### config.mk
export PLATFORM = sky130hd
export DESIGN_NAME = rs_pipeline_sink_fifo
export DESIGN_NICKNAME = d
export VERILOG_FILES = /design/src/rtl/rs_pipeline_sink_fifo.sv
export SDC_FILE = /design/constraint.sdc
export NUM_CORES = 1
export LEC_CHECK = 0
export BUFFER_PORTS_ARGS = -buffer_cell sky130_fd_sc_hd__buf_2
export CAP_MARGIN = 20
export CORE_MARGIN = 10
export CORE_UTILIZATION = 30
export DETAILED_ROUTE_END_ITERATION = 10
export HOLD_SLACK_MARGIN = 0.06
export PLACE_DENSITY = 0.54
export SLEW_MARGIN = 20
export SYNTH_ARGS = -nofsm -noshare
export SYNTH_HDL_FRONTEND = slang
export SYNTH_SLANG_ARGS = --single-unit
export TNS_END_PERCENT = 50
### constraint.sdc
create_clock -name clk -period 3.9 [get_ports clk]
set_input_delay 0.39 -clock clk [delete_from_list [all_inputs] [get_ports clk]]
set_output_delay 0.39 -clock clk [all_outputs]
set_load 0.01 [all_outputs]
### src/rtl/rs_pipeline_sink_fifo.sv
// Sink FIFO at the tail of a relay-station pipeline. It keeps GRACE_PERIOD slots spare for words already in flight.
// Optional sticky overflow detection is enabled with RS_PIPELINE_SINK_OVERFLOW_CHECK_EN.
module rs_pipeline_sink_fifo #(
  parameter int DATA_WIDTH     = 32,
  parameter int DEPTH          = 16,
  parameter int ADDR_WIDTH     = 4,
  parameter int GRACE_PERIOD   = 6,
  parameter int PIPELINE_LEVEL = 3
) (
  input  logic                  clk,
  input  logic                  reset,
  input  logic [DATA_WIDTH-1:0] if_din,
  input  logic                  if_write,
  output logic                  if_full_n,
  output logic [DATA_WIDTH-1:0] if_dout,
  output logic                  if_empty_n,
  input  logic                  if_read,
  output logic                  overflow
);

  localparam logic [ADDR_WIDTH:0] DEPTH_C  = (ADDR_WIDTH+1)'(DEPTH);
  localparam logic [ADDR_WIDTH:0] THRESH_C = (ADDR_WIDTH+1)'(DEPTH - GRACE_PERIOD);

  generate
    if (GRACE_PERIOD < 2 * PIPELINE_LEVEL) begin : g_bad_grace
      $error("GRACE_PERIOD must be at least 2*PIPELINE_LEVEL");
    end
    if ((DEPTH < GRACE_PERIOD + 2) || (DEPTH != (1 << ADDR_WIDTH))) begin : g_bad_depth
      $error("DEPTH must equal 2**ADDR_WIDTH and be at least GRACE_PERIOD+2");
    end
  endgenerate

  logic [DATA_WIDTH-1:0] mem [DEPTH];
  logic [ADDR_WIDTH-1:0] wr_ptr_reg, rd_ptr_reg;
  logic [ADDR_WIDTH:0]   count_reg, count_next;
  logic                  empty_n_reg, full_n_reg;
  logic                  rd_accept, wr_accept;

  assign rd_accept = if_read & empty_n_reg;
  // A read on the same cycle frees the slot, so a write into a full FIFO is still taken.
  assign wr_accept = if_write & ((count_reg != DEPTH_C) | rd_accept);

  always_comb begin
    count_next = count_reg;
    case ({wr_accept, rd_accept})
      2'b10:   count_next = count_reg + 1'b1;
      2'b01:   count_next = count_reg - 1'b1;
      default: count_next = count_reg;
    endcase
  end

  always_ff @(posedge clk) begin
    if (!reset && wr_accept) begin
      mem[wr_ptr_reg] <= if_din;
    end
  end

  always_ff @(posedge clk) begin
    if (reset) begin
      wr_ptr_reg  <= '0;
      rd_ptr_reg  <= '0;
      count_reg   <= '0;
      empty_n_reg <= 1'b0;
      full_n_reg  <= 1'b1;
    end else begin
      if (wr_accept) wr_ptr_reg <= wr_ptr_reg + 1'b1;
      if (rd_accept) rd_ptr_reg <= rd_ptr_reg + 1'b1;
      count_reg   <= count_next;
      empty_n_reg <= (count_next != '0);
      full_n_reg  <= (count_next < THRESH_C);
    end
  end

  assign if_dout    = mem[rd_ptr_reg];
  assign if_empty_n = empty_n_reg;
  assign if_full_n  = full_n_reg;

`ifdef RS_PIPELINE_SINK_OVERFLOW_CHECK_EN
  logic overflow_reg;
  logic drop;

  assign drop = if_write & ~wr_accept;

  always_ff @(posedge clk) begin
    if (reset) begin
      overflow_reg <= 1'b0;
    end else if (drop) begin
      overflow_reg <= 1'b1;
      $error("rs_pipeline_sink_fifo: write dropped while full at time %0t", $time);
    end
  end

  assign overflow = overflow_reg;
`else
  assign overflow = 1'b0;
`endif

endmodule

==> flow_summary.html <==
<table>
<tr><th>Metric</th><th>Value</th></tr>
<tr><th colspan="2">Floorplan</th></tr>
<tr><td>Boundary pin count</td><td>71</td></tr>
<tr><td>Number of rows created at floorplan</td><td>95</td></tr>
<tr><td>Die Span X</td><td>280 µm</td></tr>
<tr><td>Starting density of the core</td><td>0.302</td></tr>
<tr><td>Die outline area</td><td>78500 µm²</td></tr>
<tr><td>Core ar.</td><td>67200 µm²</td></tr>
<tr><td>Vertical die dimension</td><td>280 µm</td></tr>
<tr><th colspan="2">STA</th></tr>
<tr><td>Crit path time final</td><td>3410 ps</td></tr>
<tr><td>Fmax</td><td>293 MHz</td></tr>
<tr><td>Unrepaired setup endpoints after global routing</td><td>false</td></tr>
<tr><td>Final setup margin</td><td>486 ps</td></tr>
<tr><td>Final Hold Fails</td><td>0</td></tr>
<tr><td>Share of the cycle needed by the critical path after routing</td><td>0.875</td></tr>
<tr><td>Max-slew violations</td><td>0</td></tr>
<tr><td>Transition at the pin with the smallest max-transition slack</td><td>886 ps</td></tr>
<tr><td>Layout Skew</td><td>around 26 ps</td></tr>
<tr><td>Worst hold margin</td><td>138 ps</td></tr>
<tr><td>Setup-violating endpoint count in the final report</td><td>0</td></tr>
<tr><td>Worst slew margin</td><td>0.408</td></tr>
<tr><td>Sum Neg Setup Slack</td><td>0 ps</td></tr>
<tr><th colspan="2">Pwr</th></tr>
<tr><td>Switching power</td><td>a little over 3000 µW</td></tr>
<tr><td>Proportion of power drawn by the clock network</td><td>0.389</td></tr>
<tr><td>Logic pwr share</td><td>0.123</td></tr>
<tr><td>Leakage dissipation</td><td>around 0.0072 µW</td></tr>
<tr><td>Power density cells</td><td>559 nW/µm²</td></tr>
<tr><td>Max VDD drop</td><td>between 0.0003 and 0.0004 V</td></tr>
<tr><td>Pint</td><td>10200 µW</td></tr>
<tr><td>Switching share of power</td><td>0.229</td></tr>
<tr><td>Part of the total power dissipated in sequential elements</td><td>0.488</td></tr>
<tr><th colspan="2">Final layout</th></tr>
<tr><td>Filler cell count</td><td>6109</td></tr>
<tr><td>Filler-free cell count of the finished design</td><td>1872</td></tr>
<tr><td>Ratio of cells with drive above 1 in the final layout</td><td>0.349</td></tr>
<tr><td>P&amp;R area growth vs syn</td><td>16.5%</td></tr>
<tr><td>Nets@finish</td><td>approximately 1000</td></tr>
<tr><td>Layout Utilization</td><td>0.353</td></tr>
<tr><td>Number of flip-flops under the largest register name</td><td>512</td></tr>
<tr><th colspan="2">Clocking</th></tr>
<tr><td>TritonCTS buffer count</td><td>56</td></tr>
<tr><td>Clock transition time at the flip-flop clock pins of the worst setup and hold paths</td><td>~60 ps</td></tr>
<tr><td>Level count of the clock H-tree</td><td>2</td></tr>
<tr><td>Post-cts resize count</td><td>0</td></tr>
<tr><td>TritonCTS sink count</td><td>531</td></tr>
<tr><td>Cell chosen for the clock root</td><td>sky130_fd_sc_hd__clkbuf_16</td></tr>
<tr><td>Clock insertion delay at the later pin of the skew report</td><td>around 610 ps</td></tr>
<tr><td>Deepest clock path buffer count</td><td>3</td></tr>
<tr><td>TritonCTS clock tree</td><td>done</td></tr>
<tr><th colspan="2">Setup path</th></tr>
<tr><td>Cell count of the worst reg-to-reg path</td><td>6</td></tr>
<tr><td>Slowest library cell on the worst path</td><td>sky130_fd_sc_hd__dfxtp_4</td></tr>
<tr><td>Crit path DAT</td><td>3020 ps</td></tr>
<tr><td>CP Data Required Time</td><td>3510 ps</td></tr>
<tr><td>End of the worst register-to-register path</td><td>mem[14][29]</td></tr>
<tr><td>Worst setup path class</td><td>reg2out</td></tr>
<tr><td>Kind of launch point of the worst setup path</td><td>register</td></tr>
<tr><td>CP Cell Sequence</td><td>buf_4, mux4_2, mux4_2, buf_2</td></tr>
<tr><td>Source of the worst register-to-register timing path</td><td>if_empty_n</td></tr>
<tr><td>Crit path largest cell delay</td><td>760 ps</td></tr>
<tr><td>Worst R2R Setup Slack</td><td>1000 ps</td></tr>
<tr><td>Endpoint kind of the worst setup timing path</td><td>primary output</td></tr>
<tr><td>Worst-path fanout max</td><td>28</td></tr>
<tr><td>Most frequent cell on the critical path</td><td>sky130_fd_sc_hd__mux4_2</td></tr>
<tr><th colspan="2">Logic synthesis</th></tr>
<tr><td>Cell area after technology mapping</td><td>20300 µm²</td></tr>
<tr><td>Largest cells by area after synthesis</td><td>sky130_fd_sc_hd__edfxtp_1 76%, sky130_fd_sc_hd__mux4_2 17%, sky130_fd_sc_hd__dfxtp_1 1.9%</td></tr>
<tr><td>Warning count from the yosys run</td><td>0</td></tr>
<tr><td>Cell taking the most area after synthesis</td><td>sky130_fd_sc_hd__edfxtp_1</td></tr>
<tr><td>Library cell with the highest instance count after synthesis</td><td>sky130_fd_sc_hd__edfxtp_1</td></tr>
<tr><td>Number of synthesized flops with an enable pin</td><td>512</td></tr>
<tr><td>Synth Flop Type</td><td>sky130_fd_sc_hd__edfxtp_1</td></tr>
<tr><td>Mean instance size in the synthesized netlist</td><td>24.3 µm²</td></tr>
<tr><td>Synthesized netlist net count</td><td>882</td></tr>
<tr><td>Cell variety after synth</td><td>39</td></tr>
<tr><td>Post-synth ARST share</td><td>0</td></tr>
<tr><td>Top post-synthesis cells by count</td><td>512 x sky130_fd_sc_hd__edfxtp_1, 154 x sky130_fd_sc_hd__mux4_2, 24 x sky130_fd_sc_hd__nor2_1, 19 x sky130_fd_sc_hd__dfxtp_1</td></tr>
<tr><td>Post-synthesis sequential area ratio</td><td>0.776</td></tr>
<tr><td>Number of register bits inferred by synthesis</td><td>531</td></tr>
<tr><td>Fraction of post-synthesis cell area in the top cell type by area</td><td>0.757</td></tr>
<tr><td>Number of cells produced by synthesis</td><td>837</td></tr>
<tr><th colspan="2">Global routing</th></tr>
<tr><td>Antenna violations before repair</td><td>6</td></tr>
<tr><td>Global-route wire length before repair</td><td>about 66000 µm</td></tr>
<tr><td>Residual overflow from global routing</td><td>0</td></tr>
<tr><td>Number of global-route vias before repair</td><td>9474</td></tr>
<tr><td>Pin count of the biggest net entering global routing</td><td>54</td></tr>
<tr><td>Global router's overall resource usage</td><td>0.114</td></tr>
<tr><th colspan="2">Route</th></tr>
<tr><td>Routed vias/inst</td><td>4.77</td></tr>
<tr><td>Detailed Routing Iterations Pass 1</td><td>4</td></tr>
<tr><td>Routed wire per std cell</td><td>23.9 µm</td></tr>
<tr><td>Total detailed-routing wirelength</td><td>44700 µm</td></tr>
<tr><td>Vias post-DR</td><td>around 9000</td></tr>
<tr><td>Post-route DRC violation count</td><td>0</td></tr>
<tr><td>Remaining antenna violation count after routing</td><td>0</td></tr>
<tr><td>Initial DRC Count</td><td>about 580</td></tr>
<tr><th colspan="2">Worst hold path</th></tr>
<tr><td>Hold Startpoint</td><td>if_write</td></tr>
<tr><td>Number of stages on the worst hold path</td><td>3</td></tr>
<tr><td>HP Class</td><td>in2reg</td></tr>
<tr><td>Hold EP</td><td>wr_ptr_reg[1]</td></tr>
<tr><th colspan="2">Flow run</th></tr>
<tr><td>Number of maximum-capacitance constraint violations</td><td>0</td></tr>
<tr><th colspan="2">Place</th></tr>
<tr><td>Placed Cells incl. Taps</td><td>1768</td></tr>
<tr><td>Count of input and output buffers</td><td>69</td></tr>
<tr><td>Post-DP HPWL</td><td>24600 µm</td></tr>
<tr><td>Placer's final routability congestion estimate</td><td>0.710</td></tr>
<tr><td>Worst-case setup slack after placement</td><td>929 ps</td></tr>
<tr><th colspan="2">Status</th></tr>
<tr><td>Outcome</td><td>finished, final reports clean</td></tr>
</table>
## per-layer routing
layer,up-vias,GRT usage,part of all wire
met5,-,0,0.00099
met3,73,0.0275,0.048
met1,4853,0.148,0.44
met2,165,0.188,0.50
met4,6,0.0294,0.020
li1,3826,-,-
## critical path: cells and delay by family (launching register included)
kind | cells | cell delay [ps]
buffers and inverters | 2 | 580
flip-flops | 1 | 760
multiplexers | 2 | 1080
## logic make-up after synthesis
group	share of synthesized area
AOI/OAI and AO/OA	0.00721
xor gates and xnor gates	0.00345
adders and majority gates	0.00591
buffers and inverters	0.0154
DFF	0.776
muxes	0.179
other	0.000185
and+or+nand+nor	0.0133
## cell usage in the layout, fill, tap and decap left out, types with 3 or more instances in the layout
cell	n
sky130_fd_sc_hd__xor2_1	5
sky130_fd_sc_hd__xnor2_1	3
sky130_fd_sc_hd__clkinv_2	7
sky130_fd_sc_hd__buf_2	69
sky130_fd_sc_hd__mux4_2	154
sky130_fd_sc_hd__ha_1	8
sky130_fd_sc_hd__nand2b_1	3
sky130_fd_sc_hd__clkinv_1	15
sky130_fd_sc_hd__clkbuf_1	11
sky130_fd_sc_hd__nor3_2	4
sky130_fd_sc_hd__a21oi_1	9
sky130_fd_sc_hd__nor2_1	12
sky130_fd_sc_hd__edfxtp_1	512
sky130_fd_sc_hd__clkbuf_16	57
sky130_fd_sc_hd__clkinvlp_4	3
sky130_fd_sc_hd__mux4_1	6
sky130_fd_sc_hd__nor2_4	12
sky130_fd_sc_hd__inv_1	6
sky130_fd_sc_hd__buf_4	22
sky130_fd_sc_hd__dfxtp_1	15
sky130_fd_sc_hd__o21ai_0	5
sky130_fd_sc_hd__bufinv_16	5
sky130_fd_sc_hd__buf_12	7
sky130_fd_sc_hd__nand2_1	11
sky130_fd_sc_hd__nand3_1	7
sky130_fd_sc_hd__dfxtp_4	3
## what timing repair did
action,4_1_cts,5_1_grt
buffers inserted,0,0
hold endpoints to repair,1,0
hold buffers,1,0
## stage by stage
| step | cell area [µm²] | power, µW |
|---|---|---|
| 2_1_floorplan | 20300 | 7770 |
| 6_report | 23700 | 13200 |
| 3_5_place_dp | 21900 | 8270 |
| 5_1_grt | 23700 | 13800 |
| 3_3_place_gp | 21900 | 8250 |
| 4_1_cts | 23700 | 13400 |
## how the worst max path moves through the flow
stage / to / slack [ps]
2_1_floorplan: mem[3][0] / 210
3_3_place_gp: if_dout[22] / 1000
3_5_place_dp: mem[14][8] / 930
4_1_cts: if_dout[22] / 340
5_1_grt: if_dout[22] / 290
6_report: if_dout[22] / 490
## power groups by stage
stage | Combinational (µW) | Sequential, µW | Clock (µW)
2_1_floorplan | 1260 | 6510 | 0
3_3_place_gp | 1660 | 6590 | 0
3_5_place_dp | 1670 | 6590 | 0
4_1_cts | 1680 | 6470 | 5280
5_1_grt | 1760 | 6480 | 5520
6_report | 1620 | 6470 | 5150
## final cells by class
| cell class | instances | area [µm²] | area share |
|---|---|---|---|
| sequential | 531 | 15800 | 0.666 |
| multi-input combinational | 260 | 4360 | 0.184 |
| clock buffer | 68 | 1470 | 0.0620 |
| tap | 873 | 1090 | 0.0461 |
| timing repair buffer | 99 | 661 | 0.0279 |
| clock inverter | 33 | 302 | 0.0127 |
| inverter | 6 | 22.5 | 0.000951 |
| antenna | 2 | 5.00 | 0.000211 |
Power figures use the tool's default switching activity.
